[config.mk]
export PLATFORM = sky130hd
export DESIGN_NAME = aer_readout_ctrl_flat
export DESIGN_NICKNAME = d
export VERILOG_FILES = /design/src/rtl/arbiter_pkg.sv /design/src/rtl/aer_readout_ctrl_if.sv /design/src/rtl/aer_sync_fifo.sv /design/src/rtl/aer_readout_ctrl.sv /design/src/flat_wrapper.sv
export SDC_FILE = /design/constraint.sdc
export NUM_CORES = 1
export LEC_CHECK = 0
export BUFFER_PORTS_ARGS = -buffer_cell sky130_fd_sc_hd__buf_2
export CAP_MARGIN = 30
export CORE_MARGIN = 4
export CORE_UTILIZATION = 45
export CTS_CLUSTER_DIAMETER = 50
export DETAILED_ROUTE_END_ITERATION = 8
export PLACE_DENSITY = 0.7
export RECOVER_POWER = 50
export SYNTH_ARGS = -nofsm -noshare
export SYNTH_HDL_FRONTEND = slang
export SYNTH_HIERARCHICAL = 1
export SYNTH_SLANG_ARGS = --single-unit
[constraint.sdc]
create_clock -name clk_i -period 9.6 [get_ports clk_i]
set_input_delay 2.88 -clock clk_i [delete_from_list [all_inputs] [get_ports clk_i]]
set_output_delay 2.88 -clock clk_i [all_outputs]
set_load 0.01 [all_outputs]
[src/rtl/arbiter_pkg.sv]
// +-------------------------------------------------------------------------+
// | arbiter_pkg : shared AER arbiter types and readout-controller defaults  |
// | rev 1.0                                                                 |
// +-------------------------------------------------------------------------+
`default_nettype none

package arbiter_pkg;

    localparam int X_W   = 8;
    localparam int Y_W   = 8;
    localparam int TS_W  = 15;
    localparam int WIDTH = X_W + Y_W + TS_W + 1;

    typedef struct packed {
        logic [X_W-1:0]  x_add;
        logic [Y_W-1:0]  y_add;
        logic [TS_W-1:0] timestamp;
        logic            polarity;
    } event_t;

    typedef enum logic [1:0] {
        RD_IDLE,
        RD_RUN,
        RD_THROTTLE,
        RD_DRAIN
    } readout_state_t;

    localparam int RD_DEPTH_DEF        = 16;
    localparam int RD_AFULL_MARGIN_DEF = 2;

endpackage

`default_nettype wire

[src/rtl/aer_readout_ctrl_if.sv]
// +-------------------------------------------------------------------------+
// | aer_readout_ctrl_if : arbiter-side and link-side handshake bundle       |
// | rev 1.0                                                                 |
// +-------------------------------------------------------------------------+
`default_nettype none

interface aer_readout_ctrl_if;
    import arbiter_pkg::*;

    logic             arb_enable_o;
    logic             evt_valid_i;
    logic [WIDTH-1:0] evt_data_i;
    logic [WIDTH-1:0] m_data_o;
    logic             m_valid_o;
    logic             m_ready_i;

    modport slave (
        input  evt_valid_i,
        input  evt_data_i,
        input  m_ready_i,
        output arb_enable_o,
        output m_data_o,
        output m_valid_o
    );

    modport master (
        output evt_valid_i,
        output evt_data_i,
        output m_ready_i,
        input  arb_enable_o,
        input  m_data_o,
        input  m_valid_o
    );

endinterface

`default_nettype wire

[src/rtl/aer_sync_fifo.sv]
// +-------------------------------------------------------------------------+
// | aer_sync_fifo : single-clock FIFO with registered head word, no policy  |
// | rev 1.0                                                                 |
// +-------------------------------------------------------------------------+
`default_nettype none

module aer_sync_fifo #(
    parameter  int DEPTH = 16,
    parameter  int WIDTH = 32,
    localparam int AW    = $clog2(DEPTH)
) (
    input  wire logic             clk_i,
    input  wire logic             reset_i,
    input  wire logic             push_i,
    input  wire logic [WIDTH-1:0] data_i,
    input  wire logic             pop_i,
    output logic                  full_o,
    output logic                  empty_o,
    output logic [AW:0]           level_o,
    output logic [WIDTH-1:0]      head_o
);

    logic [WIDTH-1:0] r_mem [DEPTH];
    logic [AW-1:0]    r_wr_ptr;
    logic [AW-1:0]    r_rd_ptr;
    logic [AW:0]      r_level;
    logic [WIDTH-1:0] r_head;

    logic             w_do_pop;
    logic             w_do_push;
    logic [AW-1:0]    w_rd_next;

    assign full_o    = (r_level == (AW+1)'(DEPTH));
    assign empty_o   = (r_level == '0);
    assign level_o   = r_level;
    assign head_o    = r_head;

    // A full FIFO may still accept a word when the head leaves in the same cycle.
    assign w_do_pop  = pop_i & ~empty_o;
    assign w_do_push = push_i & (~full_o | w_do_pop);
    assign w_rd_next = r_rd_ptr + 1'b1;

    always_ff @(posedge clk_i) begin
        if (w_do_push) begin
            r_mem[r_wr_ptr] <= data_i;
        end
    end

    always_ff @(posedge clk_i or negedge reset_i) begin
        if (!reset_i) begin
            r_wr_ptr <= '0;
            r_rd_ptr <= '0;
            r_level  <= '0;
            r_head   <= '0;
        end else begin
            if (w_do_push) begin
                r_wr_ptr <= r_wr_ptr + 1'b1;
            end
            if (w_do_pop) begin
                r_rd_ptr <= w_rd_next;
            end
            if (w_do_push && !w_do_pop) begin
                r_level <= r_level + 1'b1;
            end else if (w_do_pop && !w_do_push) begin
                r_level <= r_level - 1'b1;
            end
            // Head always mirrors the entry at the post-edge read pointer.
            if (w_do_pop) begin
                if (r_level > (AW+1)'(1)) begin
                    r_head <= r_mem[w_rd_next];
                end else if (w_do_push) begin
                    r_head <= data_i;
                end
            end else if (empty_o && w_do_push) begin
                r_head <= data_i;
            end
        end
    end

endmodule

`default_nettype wire

[src/rtl/aer_readout_ctrl.sv]
// +-------------------------------------------------------------------------+
// | aer_readout_ctrl : gates the AER arbiter, buffers events, drains to link|
// | Optional macro AER_DROP_CNT_EN adds the saturating drop_cnt_o counter.  |
// | rev 1.0                                                                 |
// +-------------------------------------------------------------------------+
`default_nettype none

module aer_readout_ctrl
    import arbiter_pkg::*;
#(
    parameter  int DEPTH        = RD_DEPTH_DEF,
    parameter  int AFULL_MARGIN = RD_AFULL_MARGIN_DEF,
    parameter  int RESUME_LEVEL = DEPTH / 2,
    localparam int LW           = $clog2(DEPTH) + 1
) (
    input  wire logic         clk_i,
    input  wire logic         reset_i,
    input  wire logic         run_i,
    aer_readout_ctrl_if.slave bus,
    output logic [LW-1:0]     level_o,
    output logic              overflow_o,
    output logic              busy_o
`ifdef AER_DROP_CNT_EN
    ,
    output logic [15:0]       drop_cnt_o
`endif
);

    localparam logic [1:0]    c_st_idle     = RD_IDLE;
    localparam logic [1:0]    c_st_run      = RD_RUN;
    localparam logic [1:0]    c_st_throttle = RD_THROTTLE;
    localparam logic [1:0]    c_st_drain    = RD_DRAIN;

    localparam logic [LW-1:0] c_afull_lvl   = LW'(DEPTH - AFULL_MARGIN);
    localparam logic [LW-1:0] c_resume_lvl  = LW'(RESUME_LEVEL);

    logic [1:0]    r_state;
    logic [1:0]    w_state_nxt;
    logic          r_overflow;

    logic          w_full;
    logic          w_empty;
    logic [LW-1:0] w_level;
    logic          w_pop;
    logic          w_drop;
    logic          w_clear;

    aer_sync_fifo #(
        .DEPTH (DEPTH),
        .WIDTH (WIDTH)
    ) u_fifo (
        .clk_i   (clk_i),
        .reset_i (reset_i),
        .push_i  (bus.evt_valid_i),
        .data_i  (bus.evt_data_i),
        .pop_i   (w_pop),
        .full_o  (w_full),
        .empty_o (w_empty),
        .level_o (w_level),
        .head_o  (bus.m_data_o)
    );

    assign w_pop            = ~w_empty & bus.m_ready_i;
    assign w_drop           = bus.evt_valid_i & w_full & ~w_pop;
    assign w_clear          = (r_state == c_st_idle) & run_i;

    assign bus.m_valid_o    = ~w_empty;
    assign bus.arb_enable_o = (r_state == c_st_run);
    assign busy_o           = (r_state != c_st_idle);
    assign level_o          = w_level;
    assign overflow_o       = r_overflow;

    // Dropping run_i always wins over the throttle/resume thresholds.
    always_comb begin
        w_state_nxt = r_state;
        case (r_state)
            c_st_idle: begin
                if (run_i) w_state_nxt = c_st_run;
            end
            c_st_run: begin
                if (!run_i)                     w_state_nxt = c_st_drain;
                else if (w_level >= c_afull_lvl) w_state_nxt = c_st_throttle;
            end
            c_st_throttle: begin
                if (!run_i)                      w_state_nxt = c_st_drain;
                else if (w_level <= c_resume_lvl) w_state_nxt = c_st_run;
            end
            c_st_drain: begin
                if (w_empty && !bus.evt_valid_i) w_state_nxt = c_st_idle;
            end
            default: w_state_nxt = c_st_idle;
        endcase
    end

    always_ff @(posedge clk_i or negedge reset_i) begin
        if (!reset_i) begin
            r_state    <= c_st_idle;
            r_overflow <= 1'b0;
        end else begin
            r_state <= w_state_nxt;
            if (w_clear) begin
                r_overflow <= w_drop;
            end else if (w_drop) begin
                r_overflow <= 1'b1;
            end
        end
    end

`ifdef AER_DROP_CNT_EN
    logic [15:0] r_drop_cnt;

    assign drop_cnt_o = r_drop_cnt;

    always_ff @(posedge clk_i or negedge reset_i) begin
        if (!reset_i) begin
            r_drop_cnt <= '0;
        end else if (w_clear) begin
            r_drop_cnt <= {15'd0, w_drop};
        end else if (w_drop && (r_drop_cnt != 16'hFFFF)) begin
            r_drop_cnt <= r_drop_cnt + 16'd1;
        end
    end
`endif

endmodule

`default_nettype wire

[src/flat_wrapper.sv]
// flat-port wrapper written by rule: the top's interface ports become plain ports
module aer_readout_ctrl_flat import arbiter_pkg::*;
#(
    parameter  int DEPTH        = RD_DEPTH_DEF,
    parameter  int AFULL_MARGIN = RD_AFULL_MARGIN_DEF,
    parameter  int RESUME_LEVEL = DEPTH / 2,
    localparam int LW           = $clog2(DEPTH) + 1
)
  (clk_i, reset_i, run_i, level_o, overflow_o, busy_o, bus_evt_valid_i, bus_evt_data_i, bus_m_ready_i, bus_arb_enable_o, bus_m_data_o, bus_m_valid_o);
  aer_readout_ctrl_if bus_i ();
  input  wire logic clk_i;
  input  wire logic reset_i;
  input  wire logic run_i;
  output logic [LW-1:0] level_o;
  output logic overflow_o;
  output logic busy_o;
  input wire logic [$bits(bus_i.evt_valid_i)-1:0] bus_evt_valid_i;
  input wire logic [$bits(bus_i.evt_data_i)-1:0] bus_evt_data_i;
  input wire logic [$bits(bus_i.m_ready_i)-1:0] bus_m_ready_i;
  output wire logic [$bits(bus_i.arb_enable_o)-1:0] bus_arb_enable_o;
  output wire logic [$bits(bus_i.m_data_o)-1:0] bus_m_data_o;
  output wire logic [$bits(bus_i.m_valid_o)-1:0] bus_m_valid_o;
  assign bus_i.evt_valid_i = bus_evt_valid_i;
  assign bus_i.evt_data_i = bus_evt_data_i;
  assign bus_i.m_ready_i = bus_m_ready_i;
  assign bus_arb_enable_o = bus_i.arb_enable_o;
  assign bus_m_data_o = bus_i.m_data_o;
  assign bus_m_valid_o = bus_i.m_valid_o;
  aer_readout_ctrl #(.DEPTH(DEPTH), .AFULL_MARGIN(AFULL_MARGIN), .RESUME_LEVEL(RESUME_LEVEL)) u_core (.clk_i(clk_i), .reset_i(reset_i), .run_i(run_i), .bus(bus_i), .level_o(level_o), .overflow_o(overflow_o), .busy_o(busy_o));
endmodule
Yosys cells after proc, flatten, opt, wreduce, memory -nomap -nowiden

Memories as Yosys holds them, arrays and structs flattened.
Cells that the tools add are included.

Bits in registers: 48
Memory bits (writable): 512
Input bits: 37
Output and inout port bits: 41
Word-level logic and storage cells: 65
Memories kept: 1

Memories:

| name                | depth | width | rd ports | clocked after Yosys merged registers in | wr ports | RTL line            | source |
|---|---|---|---|---|---|---|---|
| u_core.u_fifo.r_mem | 16    | 32    | 1        | 0                                       | 1        | aer_sync_fifo.sv:23 | `logic [WIDTH-1:0] r_mem [DEPTH];` |

$add $sub $neg: 4
Magnitude comparators: 3
Eq/ne operators: 9
Multiplexer cells: 17
Bitwise gates (word level): 10
Reduce and logical (&&, ||, !) cells: 15

Operator list:

| cell                                                               | number |
|---|---|
| 2-to-1 mux 32 bit                                                  | 4 |
| 2-to-1 mux 2 bit                                                   | 6 |
| 2-to-1 mux 5 bit                                                   | 2 |
| adder 4 x 1 -> 4 bit (second input constant)                       | 2 |
| one-hot mux 2 bit (4 select lines)                                 | 1 |
| nonzero test 2 bit                                                 | 4 |
| bitwise AND 1 bit                                                  | 6 |
| != test 3 x 2 -> 1 bit (second input constant)                     | 2 |
| adder 5 x 1 -> 5 bit (second input constant)                       | 1 |
| == test 5 bit (second input constant)                              | 1 |
| greater-or-equal comparator 5 x 4 -> 1 bit (second input constant) | 1 |
| greater-than comparator 5 x 1 -> 1 bit (second input constant)     | 1 |
| less-or-equal comparator 5 x 4 -> 1 bit (second input constant)    | 1 |
| logical NOT 5 bit                                                  | 1 |
| subtractor 5 x 1 -> 5 bit (second input constant)                  | 1 |
| == test 2 bit (second input constant)                              | 2 |
| logical AND 1 bit                                                  | 4 |
| 2-to-1 mux 1 bit                                                   | 4 |
| AND reduction 4 bit                                                | 1 |
| logical NOT 1 bit                                                  | 3 |
| != test 3 x 1 -> 1 bit (second input constant)                     | 1 |
| NOT 1 bit                                                          | 3 |
| == test 2 x 1 -> 1 bit (second input constant)                     | 1 |
| logical NOT 2 bit                                                  | 1 |
| 4 further kinds                                                    | 4 |

Longest topological paths before layout

Depth after elaboration: 10
Mapped depth: 10
Depth with buffers taken out: 9

Cells and area by module

The synthesis kept the hierarchy.

By module, submodules not included:

| module           | instances | cells each | area each (um2) | seq. area each (um2) |
|---|---|---|---|---|
| aer_sync_fifo    | 1         | 1,382      | 22,436.5        | 16,500.8 |
| aer_readout_ctrl | 1         | 29         | 244.0           | 75.1 |

Worst setup path after synthesis

OpenSTA, ideal clock, no wires.

Kind: input to register
From: in bus_m_ready_i
To: mem u_core.u_fifo.r_mem[3][0] (enable)
Setup time: 0.461 ns
Arrival time: 6.207 ns
Data required time: 9.139 ns
Slack: 2.932 ns
Cell stages on the path: 5
Path buffers: 0
Cells stage by stage: nor2b_1 > inv_1 > a21oi_1 > nand2_1 > nor3_1

Cells in the longest elaborated chain, start to end: 6

Ends and longest elaborated chain:

| item                                   | RTL line               | source |
|---|---|---|
| start, declared                        | flat_wrapper.sv:19     | `input wire logic [$bits(bus_i.m_ready_i)-1:0] bus_m_ready_i;` |
| bitwise AND 1 bit                      | aer_readout_ctrl.sv:63 | `assign w_pop = ~w_empty & bus.m_ready_i;` |
| bitwise AND 1 bit                      | aer_sync_fifo.sv:39    | `assign w_do_pop = pop_i & ~empty_o;` |
| OR 1 bit                               | aer_sync_fifo.sv:40    | `assign w_do_push = push_i & (~full_o \| w_do_pop);` |
| bitwise AND 1 bit                      | aer_sync_fifo.sv:40    |  |
| 2-to-1 mux 1 bit                       | aer_sync_fifo.sv:44    | `if (w_do_push) begin` |
| 2-to-1 mux 1 bit (not written as such) | aer_sync_fifo.sv:45    | `r_mem[r_wr_ptr] <= data_i;` |
| end, declared                          | aer_sync_fifo.sv:23    |  |

Every way passes these cells.

==> flow_summary_export.csv <==
group,metric,value,unit
critical_path,crit_type,"in -> async",
critical_path,crit_path_end_kind,"async pin",
synth,synth_edf_count,512,
critical_path,rr_startpoint,"u_core/u_fifo/level_o[1]",
final_layout,design_area,26100,sq um
global_route,grt_pass1_vias,12612,
floorplanning,die-area,54100,sq um
route,drc,0,
sta,relSlewSlack,-123,%
synth,syn-cell-area,22700,sq um
clock_tree,clock_latency,0.61,ns
final_layout,antennaDiodeCount,0,
power,peakVddDrop,0.385,mV
sta,rsz0062_at_grt,"no",
clock_tree,hold_buffers,0,
synth,synth.yosys.seq_area_share,73.1,%
route,ant_nets,0,
floorplanning,fp-row-count,82,
placement,place_area,24100,sq um
min_path,min_from,"u_core/u_fifo/r_rd_ptr[3]",
critical_path,r2r-end,"u_core/u_fifo/r_mem[2][25]",
power,power_density,350,nW/um^2
power,leakagePower,9.28,nW
synth,synth_nets,1457,
sta,hold_violations,0,
global_route,grt_pass1_wl,76.8,mm
synth,syn_inst,1411,
critical_path,worstPathRequired,9.08,ns
final_layout,area_delta_synth_final,14.9,%
sta,clock_skew,0.0233,ns
floorplanning,die_y,233,um
clock_tree,clock-sinks,560,
clock_tree,root_buffer,"clkbuf_16",
clock_tree,cts_buffers,58,
critical_path,critPathArrivalTime,5.32,ns
global_route,antenna_found_initial,0,
sta,setup_viol,0,
placement,hpwl,29.0,mm
critical_path,cp_slowest_cell,"clkbuf_1",
sta,fin_setup_tns,0,ns
sta,fmax,171,MHz
critical_path,r2r_slack,4.98,ns
critical_path,timing.critical_path.buf_inv,2,
clock_tree,cts.path.max_buffers,3,
min_path,hold_class,"reg -> reg",
route,via_count,12675,
synth,synth_cell_types,45,
critical_path,crit_end,"u_core/u_fifo/r_rd_ptr[0]",
synth,synth_warnings,6,
global_route,grt-ovfl-total,0,
route,first_pass_iters,6,
critical_path,crit_family,"buffers and inverters",
final_layout,final_cell_mix,"512 x edfxtp_1, 289 x mux2i_1, 261 x nand3_1",
run_status,status,"complete, but fails checks",
global_route,grt_usage,18.4,%
sta,slew_violations,49,
critical_path,cp-start-kind,"primary input",
power,finalPower,9.13,mW
final_layout,drive_gt1_share,12.7,%
critical_path,critical-path-max-stage-delay,2.35,ns
clock_tree,post_cts_resized,0,
floorplanning,core_area,50000,sq um
final_layout,n_fill_cell,3953,
sta,finalCriticalPeriod,5.83,ns
final_layout,num-nets-final,1521,
route,routed_wl,50.4,mm
clock_tree,htree_levels,2,
global_route,grt_max_degree,154,
clock_tree,clk_pin_slew,0.06,ns
critical_path,worst_r2r_path_depth,10,
placement,routabilityCongestion,0.795,
critical_path,cp_cell_sequence,"buf_2 -> clkbuf_1",
clock_tree,cts_tree,"yes",
synth,postSynthAreaPerCell,16.1,sq um
sta,tightest_slew,3.34,ns
floorplanning,boundaryPins,78,
route,via_per_inst,5.77,
critical_path,worstPathMaxFanout,48,
placement,io_buffers,77,
sta,min_period_over_period,60.7,%
flow_run,max_cap_viol_count,1,
run_status,failed_checks,"capacitance limit, slew limit",
route,drt_iter0_markers,1207,
final_layout,final_common_cell,"edfxtp_1",
synth,synth_seq_cells,560,
floorplanning,start_util,45.4,%
synth,synthArstFlopShare,8.57,%
clock_tree,cts_setup_buffers,0,
critical_path,crit_path_start,"reset_i",
floorplanning,die_w,233,um
critical_path,cp.depth,2,
route,wl_per_cell,22.9,um
synth,synthFlopType,"edfxtp_1",
==> metrics by stage <==
step | instances | utilization (%) | setup WS (ns) | hold WS (ns)
6_report | 2197 | 52.2 | 3.77 | 0.486
3_5_place_dp | 2087 | 48.1 | 3.18 | 0.481
3_3_place_gp | 2075 | 47.5 | 3.34 | 0.477
4_1_cts | 2197 | 52.3 | 3.82 | 0.492
2_1_floorplan | 1411 | - | 2.93 | 0.461
5_1_grt | 2197 | 52.2 | 3.18 | 0.528
==> worst min-delay path by stage <==
stage                                     end  cells past startpoint
finish              u_core/u_fifo/r_rd_ptr[3]                      1
global route        u_core/u_fifo/r_rd_ptr[3]                      1
CTS                 u_core/u_fifo/r_rd_ptr[3]                      1
detailed placement  u_core/u_fifo/r_rd_ptr[3]                      1
global placement    u_core/u_fifo/r_rd_ptr[3]                      1
floorplan           u_core/u_fifo/r_rd_ptr[3]                      1
==> power breakdown <==
group          internal, mW  total, mW  switching (mW)
Combinational          1.33       3.55            2.22
Clock                  1.44       2.37           0.929
Sequential             3.00       3.22           0.220
Total                  5.77       9.13            3.36
==> registers in the layout (all words and copies together) (netlist names) <==
register and cells:
u_core/u_fifo/r_wr_ptr 4, u_core/u_fifo/level_o 5, u_core/u_fifo/r_mem 512, u_core/r_state 2, u_core/overflow_o 1, u_core/u_fifo/r_rd_ptr 4
u_core/u_fifo/head_o 32
==> cell usage after synthesis (all sizes together), types with 2 or more instances <==
cell type	instances	area share, %
nor2b	3	0.094
inv	12	0.20
mux2i	289	13
nor3	8	0.18
a21oi	2	0.044
dfrtp	48	5.3
nor2	18	0.31
o21ai	8	0.19
nand2b	2	0.055
a22oi	2	0.066
nand3	261	5.8
edfxtp	512	68
xnor2	10	0.39
nand4	65	1.8
nand2	8	0.13
ha	9	0.50
xor2	3	0.12
clkbuf	54	0.89
a222oi	32	1.4
buf	47	1.2
==> cell type report <==
class | instances | area [sq um] | area share [%]
Tap cell | 672 | 841 | 3.23
Clock inverter | 26 | 365 | 1.40
Inverter | 12 | 47.5 | 0.182
Multi-Input combinational cell | 738 | 5740 | 22.0
Timing Repair Buffer | 105 | 773 | 2.97
Clock buffer | 84 | 1720 | 6.60
Sequential cell | 560 | 16600 | 63.6
==> per-layer routing <==
metal	GRT usage (%)	vias up	share of wire [%]	wire, um
li1	-	5727	-	-
met2	30.7	458	49	24700
met5	0	-	0	0
met4	5.06	0	2.1	1070
met3	3.12	76	6.4	3210
met1	25.3	6414	42	21400
==> kinds of logic (layout without fill, tap and decap cells) <==
kind of cell / Yosys count / in the layout / share of synthesized area, %
AOI/OAI and AO/OA: 54 / 54 / 2.23
xor gates and xnor gates: 13 / 13 / 0.502
adders and majority gates: 9 / 9 / 0.497
buffers and inverters: 113 / 227 / 2.27
DFF: 560 / 560 / 73.1
muxes: 290 / 290 / 12.8
and+or+nand+nor: 372 / 372 / 8.61
Power figures use the tool's default switching activity.
